<file path="config.mk">
export PLATFORM = sky130hd
export DESIGN_NAME = ahb_slave_mem
export DESIGN_NICKNAME = d
export VERILOG_FILES = /design/src/rtl/ahb_slave_mem.sv
export SDC_FILE = /design/constraint.sdc
export NUM_CORES = 1
export LEC_CHECK = 0
export CAP_MARGIN = 40
export CORE_ASPECT_RATIO = 1.25
export CORE_MARGIN = 2
export CORE_UTILIZATION = 52
export CTS_CLUSTER_SIZE = 24
export DETAILED_ROUTE_END_ITERATION = 7
export HOLD_SLACK_MARGIN = 0.08
export PLACE_DENSITY = 0.69
export SKIP_CTS_REPAIR_TIMING = 1
export SLEW_MARGIN = 5
export SYNTH_ARGS = -nofsm -noshare
export SYNTH_HDL_FRONTEND = slang
export SYNTH_SLANG_ARGS = --single-unit
</file>
<file path="constraint.sdc">
create_clock -name hclk -period 27.6 [get_ports hclk]
set_input_delay 2.76 -clock hclk [delete_from_list [all_inputs] [get_ports hclk]]
set_output_delay 2.76 -clock hclk [all_outputs]
set_load 0.05 [all_outputs]
</file>
<file path="src/rtl/ahb_slave_mem.sv">
// ahb_slave_mem: single-port AHB-Lite memory slave with a programmable number of
// wait states per data phase and byte/halfword/word write lanes.
// Optional feature macro AHB_SLV_ERR_RESP_EN: when defined, accepted transfers to
// byte addresses >= DEPTH*4 get the two-cycle ERROR response and never touch memory.
// When undefined, addresses alias modulo DEPTH*4 and hresp is tied low.
module ahb_slave_mem #(
    parameter int DEPTH       = 16,
    parameter int WAIT_CYCLES = 0,
    parameter int IDX_W       = $clog2(DEPTH)
) (
    input  logic        hclk,
    input  logic        hreset,
    input  logic        hsel,
    input  logic [31:0] haddr,
    input  logic        hwrite,
    input  logic [2:0]  hsize,
    input  logic [2:0]  hburst,
    input  logic [3:0]  hprot,
    input  logic [1:0]  htrans,
    input  logic        hmastlock,
    input  logic        hready,
    input  logic [31:0] hwdata,
    output logic        hreadyout,
    output logic        hresp,
    output logic [31:0] hrdata
);

`ifdef AHB_SLV_ERR_RESP_EN
    typedef enum logic [2:0] {
        ST_IDLE,
        ST_WAIT,
        ST_DATA,
        ST_ERR1,
        ST_ERR2
    } state_t;
`else
    typedef enum logic [1:0] {
        ST_IDLE,
        ST_WAIT,
        ST_DATA
    } state_t;
`endif

    // Counter reload value: a WAIT phase lasts WAIT_CYCLES cycles, counting down to 0.
    localparam logic [2:0] WAIT_LOAD = (WAIT_CYCLES > 0) ? 3'(WAIT_CYCLES - 1) : 3'd0;

    state_t           state;
    state_t           next_state;
    logic [2:0]       wait_cnt;
    logic [IDX_W+1:0] addr_q;
    logic             write_q;
    logic [2:0]       size_q;
    logic [31:0]      mem [DEPTH];
    logic             can_accept;
    logic             accept;
    logic [IDX_W-1:0] word_idx;
    logic [3:0]       byte_en;

`ifdef AHB_SLV_ERR_RESP_EN
    logic out_of_range;
    logic unused_inputs;

    assign out_of_range  = |haddr[31:IDX_W+2];
    assign unused_inputs = ^{htrans[0], hburst, hprot, hmastlock};
`else
    logic unused_inputs;

    assign unused_inputs = ^{htrans[0], hburst, hprot, hmastlock, haddr[31:IDX_W+2]};
`endif

    assign accept   = hsel & hready & htrans[1] & can_accept;
    assign word_idx = addr_q[IDX_W+1:2];

    // A new address phase can only be taken while this slave is not stalling the bus.
    always_comb begin
        can_accept = 1'b1;
        if (state == ST_WAIT) begin
            can_accept = 1'b0;
        end
`ifdef AHB_SLV_ERR_RESP_EN
        if (state == ST_ERR1) begin
            can_accept = 1'b0;
        end
`endif
    end

    // State register; reset aborts any transfer in flight.
    always_ff @(posedge hclk or posedge hreset) begin
        if (hreset) begin
            state <= ST_IDLE;
        end else begin
            state <= next_state;
        end
    end

    // Next state: IDLE, DATA and ERR2 all behave alike and may take a pipelined accept.
    always_comb begin
        next_state = state;
        unique case (state)
            ST_WAIT: begin
                if (wait_cnt == 3'd0) begin
                    next_state = ST_DATA;
                end
            end
`ifdef AHB_SLV_ERR_RESP_EN
            ST_ERR1: next_state = ST_ERR2;
`endif
            default: begin
                if (!accept) begin
                    next_state = ST_IDLE;
`ifdef AHB_SLV_ERR_RESP_EN
                end else if (out_of_range) begin
                    next_state = ST_ERR1;
`endif
                end else if (WAIT_CYCLES > 0) begin
                    next_state = ST_WAIT;
                end else begin
                    next_state = ST_DATA;
                end
            end
        endcase
    end

    // Bus response outputs; read data is only driven in the data phase of a read.
    always_comb begin
        hreadyout = 1'b1;
        hresp     = 1'b0;
        hrdata    = '0;
        unique case (state)
            ST_WAIT: hreadyout = 1'b0;
            ST_DATA: begin
                if (!write_q) begin
                    hrdata = mem[word_idx];
                end
            end
`ifdef AHB_SLV_ERR_RESP_EN
            ST_ERR1: begin
                hreadyout = 1'b0;
                hresp     = 1'b1;
            end
            ST_ERR2: hresp = 1'b1;
`endif
            default: ;
        endcase
    end

    // Wait-state counter: loaded on every accept, counts down while stalling.
    always_ff @(posedge hclk or posedge hreset) begin
        if (hreset) begin
            wait_cnt <= 3'd0;
        end else if (accept) begin
            wait_cnt <= WAIT_LOAD;
        end else if ((state == ST_WAIT) && (wait_cnt != 3'd0)) begin
            wait_cnt <= wait_cnt - 3'd1;
        end
    end

    // Address-phase control captured for use in the following data phase.
    always_ff @(posedge hclk or posedge hreset) begin
        if (hreset) begin
            addr_q  <= '0;
            write_q <= 1'b0;
            size_q  <= 3'd0;
        end else if (accept) begin
            addr_q  <= haddr[IDX_W+1:0];
            write_q <= hwrite;
            size_q  <= hsize;
        end
    end

    // Byte lanes touched by a write; sizes above word are treated as word.
    always_comb begin
        byte_en = 4'b0000;
        case (size_q)
            3'd0:    byte_en[addr_q[1:0]] = 1'b1;
            3'd1:    byte_en = addr_q[1] ? 4'b1100 : 4'b0011;
            default: byte_en = 4'b1111;
        endcase
    end

    // Memory array: write commits at the edge that closes the write data phase.
    always_ff @(posedge hclk or posedge hreset) begin
        if (hreset) begin
            for (int i = 0; i < DEPTH; i++) begin
                mem[i] <= '0;
            end
        end else if ((state == ST_DATA) && write_q) begin
            for (int b = 0; b < 4; b++) begin
                if (byte_en[b]) begin
                    mem[word_idx][b*8 +: 8] <= hwdata[b*8 +: 8];
                end
            end
        end
    end

endmodule

</file>
After elaboration in Yosys (flattened, before gate mapping) --
Index checks and enable logic that the tools add are counted.
Storage, ports and cells: flip-flop bits (word level) 527, output and inout bits 34, word-level logic and storage cells 76, input port bits 82
Operators by class: equality and inequality tests 4, $lt $le $gt $ge 4, add/sub/neg operators 1, multiplexer cells 34, bitwise gates (word level) 4, reduce and logical (&&, ||, !) cells 8
Operators by type and width (number):
- 512-bit two-way mux | 7
- 512-bit bitwise mux | 4
- 32-bit demux with 4-bit select | 4
- 32-bit two-way mux | 5
- 32-bit binary-select mux with 4-bit select | 1
- 24-bit two-way mux | 1
- 16-bit two-way mux | 1
- 8-bit two-way mux | 1
- 4-bit one-hot mux with 2 select lines | 1
- 3-bit logical NOT | 2
- 2-bit two-way mux | 3
- 3-bit two-way mux | 2
- 5-bit >= comparator, second input constant | 1
- 5-bit by 1-bit less-than comparator with 1-bit output, second input constant | 1
- 4-bit NOT with 5-bit output | 1
- 1-bit logical AND | 4
- 4-bit two-way mux | 1
- 1-bit AND | 3
- 3-bit by 1-bit == test with 1-bit output, second input constant | 1
- 2-bit by 3-bit less-than comparator with 1-bit output, second input constant | 1
- 3-bit nonzero test | 1
- 3-bit by 1-bit subtractor with 3-bit output, second input constant | 1
- 1-bit demux with 2-bit select | 1
- 2-bit by 1-bit == test with 1-bit output, second input constant | 1
- other kinds (5) | 6

Depth between registers and ports, before layout --
Gate-level depths: netlist of run 1.
depth after elaboration 16, mapped depth 7, depth with buffers taken out 4

Worst setup path before layout of run 1 --
OpenSTA, ideal clock, no wires.
path kind reg-to-output, start point register addr_q[2], end point output hrdata[0], buffers on the path 3, arrival 2.489 ns, path slack 22.351 ns, stages on the path, launching flop included 7, cell sequence dfrtp_1 -> buf_4 -> buf_2 -> nand2_1 -> clkbuf_1 -> o22ai_1 -> o31ai_1
On the way: word-level cells in the longest chain between the ends 6
Ends and longest elaborated chain:
- from (decl) | line 50 | logic [IDX_W+1:0] addr_q;
- from (signal assigned) | line 165 | addr_q <= haddr[IDX_W+1:0];
- 4-bit NOT with 5-bit output (implied by the code) | line 133 | hrdata = mem[word_idx];
- 32-bit binary-select mux with 4-bit select | line 133
- 32-bit two-way mux (implied by the code) (2 in a row) | line 133
- 32-bit two-way mux | line 132 | if (!write_q) begin
- 32-bit two-way mux | line 129 | unique case (state)
- to (decl) | line 25 | output logic [31:0] hrdata
No other way between the ends. The select of a mux whose other input is x is not followed.

Worst setup path after layout of run 1 --
start point register addr_q[3], end point output hrdata[26]
The elaborated chain is that of the path after synthesis.

==> flow_summary.ini, run 1 <==
[outcome]
status = completed

[finish]
fin_cells = 2244
layout-drive-gt1-share_pct = 48.3
n_antenna_cell = 0
area_growth_pct = 12.8
nets = 1708

[yosys]
synth_compound_area_share_pct = 4.01
ys_types = 32
synth_nets = 1665
ys_seq_area_share_pct = 54.8
synth_xor_area_share_pct = 0
synth_top_family_by_area = multiplexers
synthCells = 1583
ys_ff_latch = 523
synthMuxAreaShare_pct = 36.3
synth_top_area_share_pct = 54.8
synth_adder_area_share_pct = 0
syn_area_per_cell_sq_um = 15.1
yosys.area_share.simple_pct = 2.72
synthTopCellsByArea = dfrtp_1 (55%), mux2_2 (28%), mux4_2 (6.0%)
synth.largest_area_cell = dfrtp_1
synth_warnings = 0
synth.cell_area_sq_um = 23900

[clock_tree]
clockBufferDepth = 3
path_clk_slew_ns = 0.06
cts_buffers = 50
cts_sinks = 523
cts_tree = built
htree_levels = 2
root_buffer = clkbuf_16
insertion_delay_ns = 0.57

[die]
fp.dieW_microns = 196
rows = 87
core_area_sq_um = 45300
dieArea_sq_um = 47700
io_pins = 116
initial_core_util_pct = 52.8
die_y_microns = 244

[timing]
slew_headroom_pct = 35.2
rsz0062_at_grt = no
setup_slack_ns = 20.72
fin_hold_ws_ns = 0.499
setup_tns_ns = 0
finalCritPeriodShare_pct = 24.9
fmax_ghz = 0.145
skew_ns = 0.0196
hold_viol = 0
min_period_ns = 6.88
slew_viol_final = 0
setup_viol = 0
worstMarginPinSlew_ns = 0.971

[worst_setup_path]
worst_setup_path_end_kind = output pin
cp-start-kind = flip-flop
critPathMaxFanout = 120
path_class = flip-flop to output pin
cp_data_required_time_ns = 24.84
cp.arrival_ns = 4.12
r2r_slack_ns = 23.86

[drt]
drt-vias-per-instance = 6.02
first_pass_iters = 5
drt-total-wl_mm = 53.2
antenna_left = 0
vias = 13516
drt_iter0_drc = 720
drc_errors = 0
wire_per_inst_microns = 23.7

[placed_design]
place_inst = 2151
portBuffers = 78
pre_cts_ws_ns = 21.28
dp_hpwl_mm = 33.9
gp_congestion = 0.736

[global_routing]
antenna_found_initial = 0
busiest_layer = met2
grt_pass1_wl_mm = 84.1
use_met2_pct = 40.1
grt_overflow_total = 0
grt.total_usage_pct = 22.8
grt_max_degree = 178
gr-usage-met3_pct = 2.63
grt_pass1_vias = 14409
grt_use_met1_pct = 30.5

[power_and_ir_drop]
worst_ir_drop_vdd_uv = 43.9
powerDensity_nw_per_um2 = 72.3
p_leak_nw = 12.2
internal_power_mw = 1.45
seqPwrFrac_pct = 47.2
power.net_switching_uw = 503
comb_power_share_pct = 17.1
clockPowerShare_pct = 35.7
sw_frac_of_total_pct = 25.8

[flow_run]
drv_cap = 0

[min_path]
hp-class = flip-flop to flip-flop
[cell usage in the layout, fill, tap and decap left out, types with 3 or more instances in the layout]
| master | n |
|---|---|
| o22ai_1 | 5 |
| nand2_1 | 17 |
| nor2_1 | 3 |
| mux2_2 | 585 |
| dfrtp_1 | 521 |
| clkinv_2 | 9 |
| a22oi_1 | 59 |
| nor2b_1 | 3 |
| bufinv_16 | 3 |
| mux4_2 | 64 |
| o21ai_0 | 27 |
| mux2i_1 | 64 |
| buf_12 | 3 |
| a22o_1 | 5 |
| clkbuf_16 | 51 |
| clkbuf_8 | 15 |
| o21a_1 | 3 |
| o31ai_1 | 5 |
| nand2b_1 | 4 |
| buf_16 | 6 |
| nand3_1 | 16 |
| nor2_4 | 11 |
| nor2_2 | 36 |
| buf_4 | 9 |
| clkbuf_1 | 12 |
| and3_1 | 3 |
| clkdlybuf4s50_1 | 78 |
| o221ai_1 | 27 |
[sequential cells by signal, indices dropped and copies added, names as in the netlist]
| signal | cells |
|---|---|
| write_q | 1 |
| addr_q | 6 |
| state | 1 |
| mem | 512 |
| size_q | 3 |
[synth_stat cells, drive strengths merged]
cell type and instances:
nor2b 4, o21a 3, nand3 17, mux4 64, o31ai 5, buf 45, clkbuf 62, inv 3
and4 1, conb 2, nor2 50, and4bb 1, and4b 3, nand2 17, and3 3, a22o 5
mux2i 64, nand2b 5, o22ai 5, mux2 586, dfrtp 523, a22oi 59, nor4bb 1, o21ai 28
o221ai 27
[worst max-delay path: stages (launching register included)]
cell	delay, ns
dfrtp_4	0.87
buf_12	0.59
mux2i_1	0.20
a22oi_1	0.27
o221ai_1	0.15
o21ai_0	0.37
clkdlybuf4s50_1	0.89
[layer usage]
layer,vias to the layer above,share of wire [%],wire [microns]
li1,5984,-,-
met1,7237,43,23000
met2,226,51,27200
met3,69,3.6,1890
met4,0,2.0,1090
met5,-,0,0
[logic make-up after synthesis]
family | Yosys count
other cells | 2
buf+inv | 110
flops | 523
compound gates | 132
simple gates | 102
mux | 714
[path summary, 6_finish.rpt]
check                           from    endpoint  cells after the start
min reg2reg                 mem[180]    mem[180]                      1
min in group asynchronous     hreset    mem[304]                      2
min                         mem[180]    mem[180]                      1
max                        addr_q[3]  hrdata[26]                      6
max in group asynchronous     hreset    mem[348]                      5
max reg2reg                addr_q[2]    mem[336]                      5
[metrics by stage]
| step | utilization (%) | total power [mW] | cell area, sq um |
|---|---|---|---|
| global placement | 55.3 | 1.24 | 25100 |
| detailed placement | 55.7 | 1.27 | 25200 |
| finish | 59.5 | 1.95 | 27000 |
| CTS | 59.5 | 1.97 | 26900 |
| floorplan | - | 1.18 | 23900 |
| global route | 59.5 | 2.03 | 27000 |
[power by group through the flow]
stage	Clock [mW]	Sequential, mW	Combinational, mW
after floorplan	0	0.907	0.270
after global placement	0	0.927	0.318
after detailed placement	0	0.934	0.336
after CTS	0.712	0.920	0.337
after global routing	0.740	0.933	0.360
final	0.695	0.920	0.334
[cell type report]
cell class | instances | area (sq um)
Clock inverter | 14 | 151
Multi-Input combinational cell | 950 | 10300
Inverter | 3 | 18.8
Tap cell | 578 | 723
Timing Repair Buffer | 98 | 1100
Sequential cell | 523 | 13100
Clock buffer | 78 | 1530
Fill cell | 3545 | 18300
(Power assumes the default switching activity.)
==> inputs of run 2 (changes only) <==
==> constraint.sdc (replaced) <==
create_clock -name hclk -period 6.35 [get_ports hclk]
set_input_delay 0.635 -clock hclk [delete_from_list [all_inputs] [get_ports hclk]]
set_output_delay 0.635 -clock hclk [all_outputs]
set_load 0.05 [all_outputs]
==> run 2 against run 1 <==
Effect of this change: non-clock buffer count fell by 2; clock skew fell by 0.010 ns; final area rose by 0.19%; die area did not move.
==> flow_summary.ini, run 2 (synthesis gave the netlist of run 1 again) <==
[placed_design]
portBuffers = 78
dp_hpwl_mm = 33.7
gp_congestion = 0.736
place_inst = 2150

[clock_tree]
clockBufferDepth = 3
root_buffer = clkbuf_16
htree_levels = 2
insertion_delay_ns = 0.57
cts_buffers = 52
path_clk_slew_ns = 0.06
cts_sinks = 523
cts_tree = built

[worst_setup_path]
cp.arrival_ns = 4.04
worst_setup_path_end_kind = output pin
cp_data_required_time_ns = 5.71
path_class = flip-flop to output pin
cp-start-kind = flip-flop
critPathMaxFanout = 42

[timing]
fmax_ghz = 0.214
worstMarginPinSlew_ns = 1.10
slew_headroom_pct = 26.9
min_period_ns = 4.67
hold_viol = 0
skew_ns = 0.00962
rsz0062_at_grt = no
slew_viol_final = 0
setup_viol = 0
finalCritPeriodShare_pct = 73.6

[drt]
first_pass_iters = 5
drt_iter0_drc = 731
wire_per_inst_microns = 23.7
drt-total-wl_mm = 53.2
drt-vias-per-instance = 6.06
drc_errors = 0
antenna_left = 0
vias = 13610

[finish]
final_cell_mix = mux2_2 (585), dfrtp_1 (521), clkdlybuf4s50_1 (78)
largest_reg_flops = 512
layout-drive-gt1-share_pct = 48.5
fin_cells = 2246
final_common_cell = mux2_2
largest_register = mem
reg.largest.list = mem (512), addr_q (6), size_q (3)
n_antenna_cell = 0
nets = 1708
finish.utilization_pct = 59.6
area_growth_pct = 13.0

[die]
io_pins = 116
fp.dieW_microns = 196
core_area_sq_um = 45300
initial_core_util_pct = 52.8
dieArea_sq_um = 47700
die_y_microns = 244
rows = 87

[min_path]
hp-class = flip-flop to flip-flop

[power_and_ir_drop]
worst_ir_drop_vdd_uv = 226
p_leak_nw = 12.2
finalPower_mw = 8.63
powerDensity_nw_per_um2 = 320

[global_routing]
grt_overflow_total = 0
grt.total_usage_pct = 22.9
grt_pass1_wl_mm = 85.0
grt_max_degree = 192
antenna_found_initial = 0
grt_pass1_vias = 14512

[outcome]
status = completed

[flow_run]
drv_cap = 0
[run 2: worst max-delay path: stages, from the launching register on]
cell	delay [ns]
dfrtp_4	0.88
buf_4	0.71
mux4_2	0.61
a22oi_1	0.25
o21ai_0	0.18
clkdlybuf4s50_1	0.75
[run 2: metal layers]
metal  wire (microns)  vias up  share of wire (%)  GRT usage, %
met2            27500      207                 52          40.0
met4              954        0                1.8          5.21
met1            23000     7353                 43          31.1
met3             1690       67                3.2          2.64
li1                 -     5983                  -             -
met5                0        -                  0             0
[run 2: power breakdown]
group | switching [mW] | internal, mW
Clock | 1.27 | 1.92
Sequential | 0.259 | 3.74
Combinational | 0.676 | 0.762
Total | 2.21 | 6.42
[run 2: per-stage QoR]
stage | setup TNS (ns) | hold slack, ns | cell area (sq um) | setup slack (ns)
floorplan | -727.59 | 0.464 | 23900 | -1.39
global placement | 0 | 0.473 | 25100 | 2.19
detailed placement | 0 | 0.487 | 25200 | 2.18
CTS | 0 | 0.501 | 27000 | 1.56
global route | 0 | 0.509 | 27000 | 1.51
finish | 0 | 0.500 | 27000 | 1.68
[run 2: worst paths after layout]
| kind | start | cells past startpoint | slack [ns] | to |
|---|---|---|---|---|
| setup / recovery | addr_q[2] | 5 | 1.68 | hrdata[26] |
| hold / removal | mem[133] | 1 | 0.50 | mem[133] |
| setup reg to reg | addr_q[2] | 5 | 2.63 | mem[346] |
| hold reg to reg | mem[133] | 1 | 0.50 | mem[133] |
| max in group asynchronous | hreset | 3 | 4.27 | mem[90] |
| min in group asynchronous | hreset | 2 | 0.57 | mem[258] |
[run 2: area by class of cell]
| type | instances | area (sq um) |
|---|---|---|
| clock inverter | 17 | 213 |
| clock buffer | 79 | 1580 |
| timing repair buffer | 96 | 1050 |
| sequential | 523 | 13100 |
| fill | 3545 | 18300 |
| tap | 578 | 723 |
| inverter | 3 | 15.0 |
| multi-input combinational | 950 | 10300 |
==> inputs of run 3 (changes only) <==
--- a/config.mk
+++ b/config.mk
@@ -12,7 +12,7 @@
 export CTS_CLUSTER_SIZE = 24
 export DETAILED_ROUTE_END_ITERATION = 7
 export HOLD_SLACK_MARGIN = 0.08
-export PLACE_DENSITY = 0.69
+export PLACE_DENSITY = 0.72
 export SKIP_CTS_REPAIR_TIMING = 1
 export SLEW_MARGIN = 5
 export SYNTH_ARGS = -nofsm -noshare
==> constraint.sdc (replaced) <==
create_clock -name hclk -period 4.2 [get_ports hclk]
set_input_delay 0.42 -clock hclk [delete_from_list [all_inputs] [get_ports hclk]]
set_output_delay 0.42 -clock hclk [all_outputs]
set_load 0.05 [all_outputs]
==> run 3 against run 2 <==
Effect of this change: hold slack worse by 0.16 ns; routed wire length is 2.1% higher; setup slack got worse by 1.2 ns; first-iteration DRC count rose by 20%; register-to-register slack worse by 1.5 ns; critical path type unchanged; critical endpoint is now hrdata[8]; largest cell class unchanged.
==> flow_summary.ini, run 3 (synthesis gave the netlist of run 1 again) <==
[finish]
largest_reg_flops = 512
final_common_cell = mux2_2
nets = 1723
layout-drive-gt1-share_pct = 50.8
final_cell_mix = mux2_2 (585), dfrtp_1 (521), mux2i_1 (64), mux4_2 (64), a22oi_1 (59)
n_antenna_cell = 0
area_growth_pct = 14.3
fillCellCount = 3480
largest_register = mem
finish.utilization_pct = 60.3
reg.largest.list = mem (512), addr_q (6), size_q (3)
final_area_sq_um = 27300
fin_cells = 2258

[outcome]
status = completed

[drt]
drt_iter0_drc = 876
first_pass_iters = 5
wire_per_inst_microns = 24.0
antenna_left = 0
drc_errors = 0
vias = 13653
drt-total-wl_mm = 54.3
drt-vias-per-instance = 6.05

[clock_tree]
insertion_delay_ns = 0.57
htree_levels = 2
cts_sinks = 523
path_clk_slew_ns = 0.06
root_buffer = clkbuf_16
cts_buffers = 52
cts_tree = built
clockBufferDepth = 3

[timing]
setup_tns_ns = 0
hold_viol = 0
slew_headroom_pct = 38.8
skew_ns = 0.00892
slew_viol_final = 0
min_period_ns = 3.76
rsz0062_at_grt = no
fmax_ghz = 0.266
setup_viol = 0
finalCritPeriodShare_pct = 89.6
worstMarginPinSlew_ns = 0.916
setup_slack_ns = 0.438

[worst_setup_path]
r2r_end = mem[82]
cp.arrival_ns = 3.34
crit_path_top_delay_cell = dfrtp_4
worst_setup_path_end_kind = output pin
critPathMaxFanout = 48
cp_data_required_time_ns = 3.78
cp-start-kind = flip-flop
rr_startpoint = addr_q[3]
rr_worst_depth = 5
r2r_slack_ns = 1.08
path_cells = buf_4 > mux4_2 > a22oi_1 > o21ai_0 > buf_12
crit_end = hrdata[8]
path_class = flip-flop to output pin
slowest_delay_ns = 0.97
critical_path.startpoint = addr_q[3]

[placed_design]
place_inst = 2165
portBuffers = 78
gp_congestion = 0.745
pre_cts_ws_ns = 1.08
dp_hpwl_mm = 34.7
placed_cell_area_sq_um = 25600

[power_and_ir_drop]
worst_ir_drop_vdd_uv = 301
p_leak_nw = 12.4
powerDensity_nw_per_um2 = 472

[global_routing]
grt_pass1_wl_mm = 86.6
grt_max_degree = 111
grt.total_usage_pct = 23.6
grt_overflow_total = 0
antenna_found_initial = 0
grt_pass1_vias = 14779

[min_path]
hp-class = input port to async pin

[die]
rows = 87
initial_core_util_pct = 52.8
dieArea_sq_um = 47700
core_area_sq_um = 45300
fp.dieW_microns = 196
io_pins = 116
die_y_microns = 244

[flow_run]
drv_cap = 0
run 3: changes by cell type in the layout (fill, tap and decap cells not counted), sizes merged:
| cell | previous run | this run |
|---|---|---|
| clkinv | 11 | 10 |
| clkinvlp | 2 | 1 |
| clkdlybuf4s50 | 78 | 46 |
| inv | 2 | 3 |
| clkbuf | 79 | 81 |
| buf | 18 | 65 |
| bufinv | 5 | 1 |
run 3: final cells by class:
cell class / instances / area, sq um / area share (%)
Sequential cell: 523 / 13100 / 47.9
Multi-Input combinational cell: 950 / 10300 / 37.8
Clock buffer: 81 / 1620 / 5.93
Timing Repair Buffer: 111 / 1460 / 5.36
Tap cell: 578 / 723 / 2.65
Clock inverter: 12 / 88.8 / 0.325
Inverter: 3 / 15.0 / 0.0549
run 3: critical path, delay by kind of cell (launching register included):
family | cells | cell delay, ns
flops | 1 | 0.97
compound gates | 2 | 0.42
buf+inv | 2 | 0.75
mux | 1 | 0.57
run 3: power breakdown:
part,switching (mW),internal (mW)
Combinational,1.03,1.20
Clock,1.91,2.70
Sequential,0.391,5.66
Total,3.33,9.56
run 3: per-stage QoR:
| stage | hold WS [ns] | power [mW] |
|---|---|---|
| 4_1_cts | 0.343 | 13.0 |
| 2_1_floorplan | 0.464 | 7.74 |
| 3_5_place_dp | 0.488 | 8.39 |
| 5_1_grt | 0.396 | 13.5 |
| 6_report | 0.337 | 12.9 |
| 3_3_place_gp | 0.474 | 8.27 |
run 3: how the worst min path moves through the flow:
| stage | start | endpoint | slack (ns) |
|---|---|---|---|
| 6_report | hreset | mem[308] | 0.34 |
| 5_1_grt | hreset | mem[308] | 0.40 |
| 4_1_cts | hreset | mem[308] | 0.34 |
| 3_5_place_dp | mem[38] | mem[38] | 0.49 |
| 3_3_place_gp | mem[391] | mem[391] | 0.47 |
| 2_1_floorplan | mem[391] | mem[391] | 0.46 |
run 3: per-layer routing:
metal	share of wire [%]	routed length [microns]	track usage (%)	up-vias
li1	-	-	-	6012
met1	42	22900	31.1	7303
met2	51	27800	40.6	230
met3	3.5	1910	2.96	108
met4	3.1	1660	7.64	0
met5	0	0	0	-
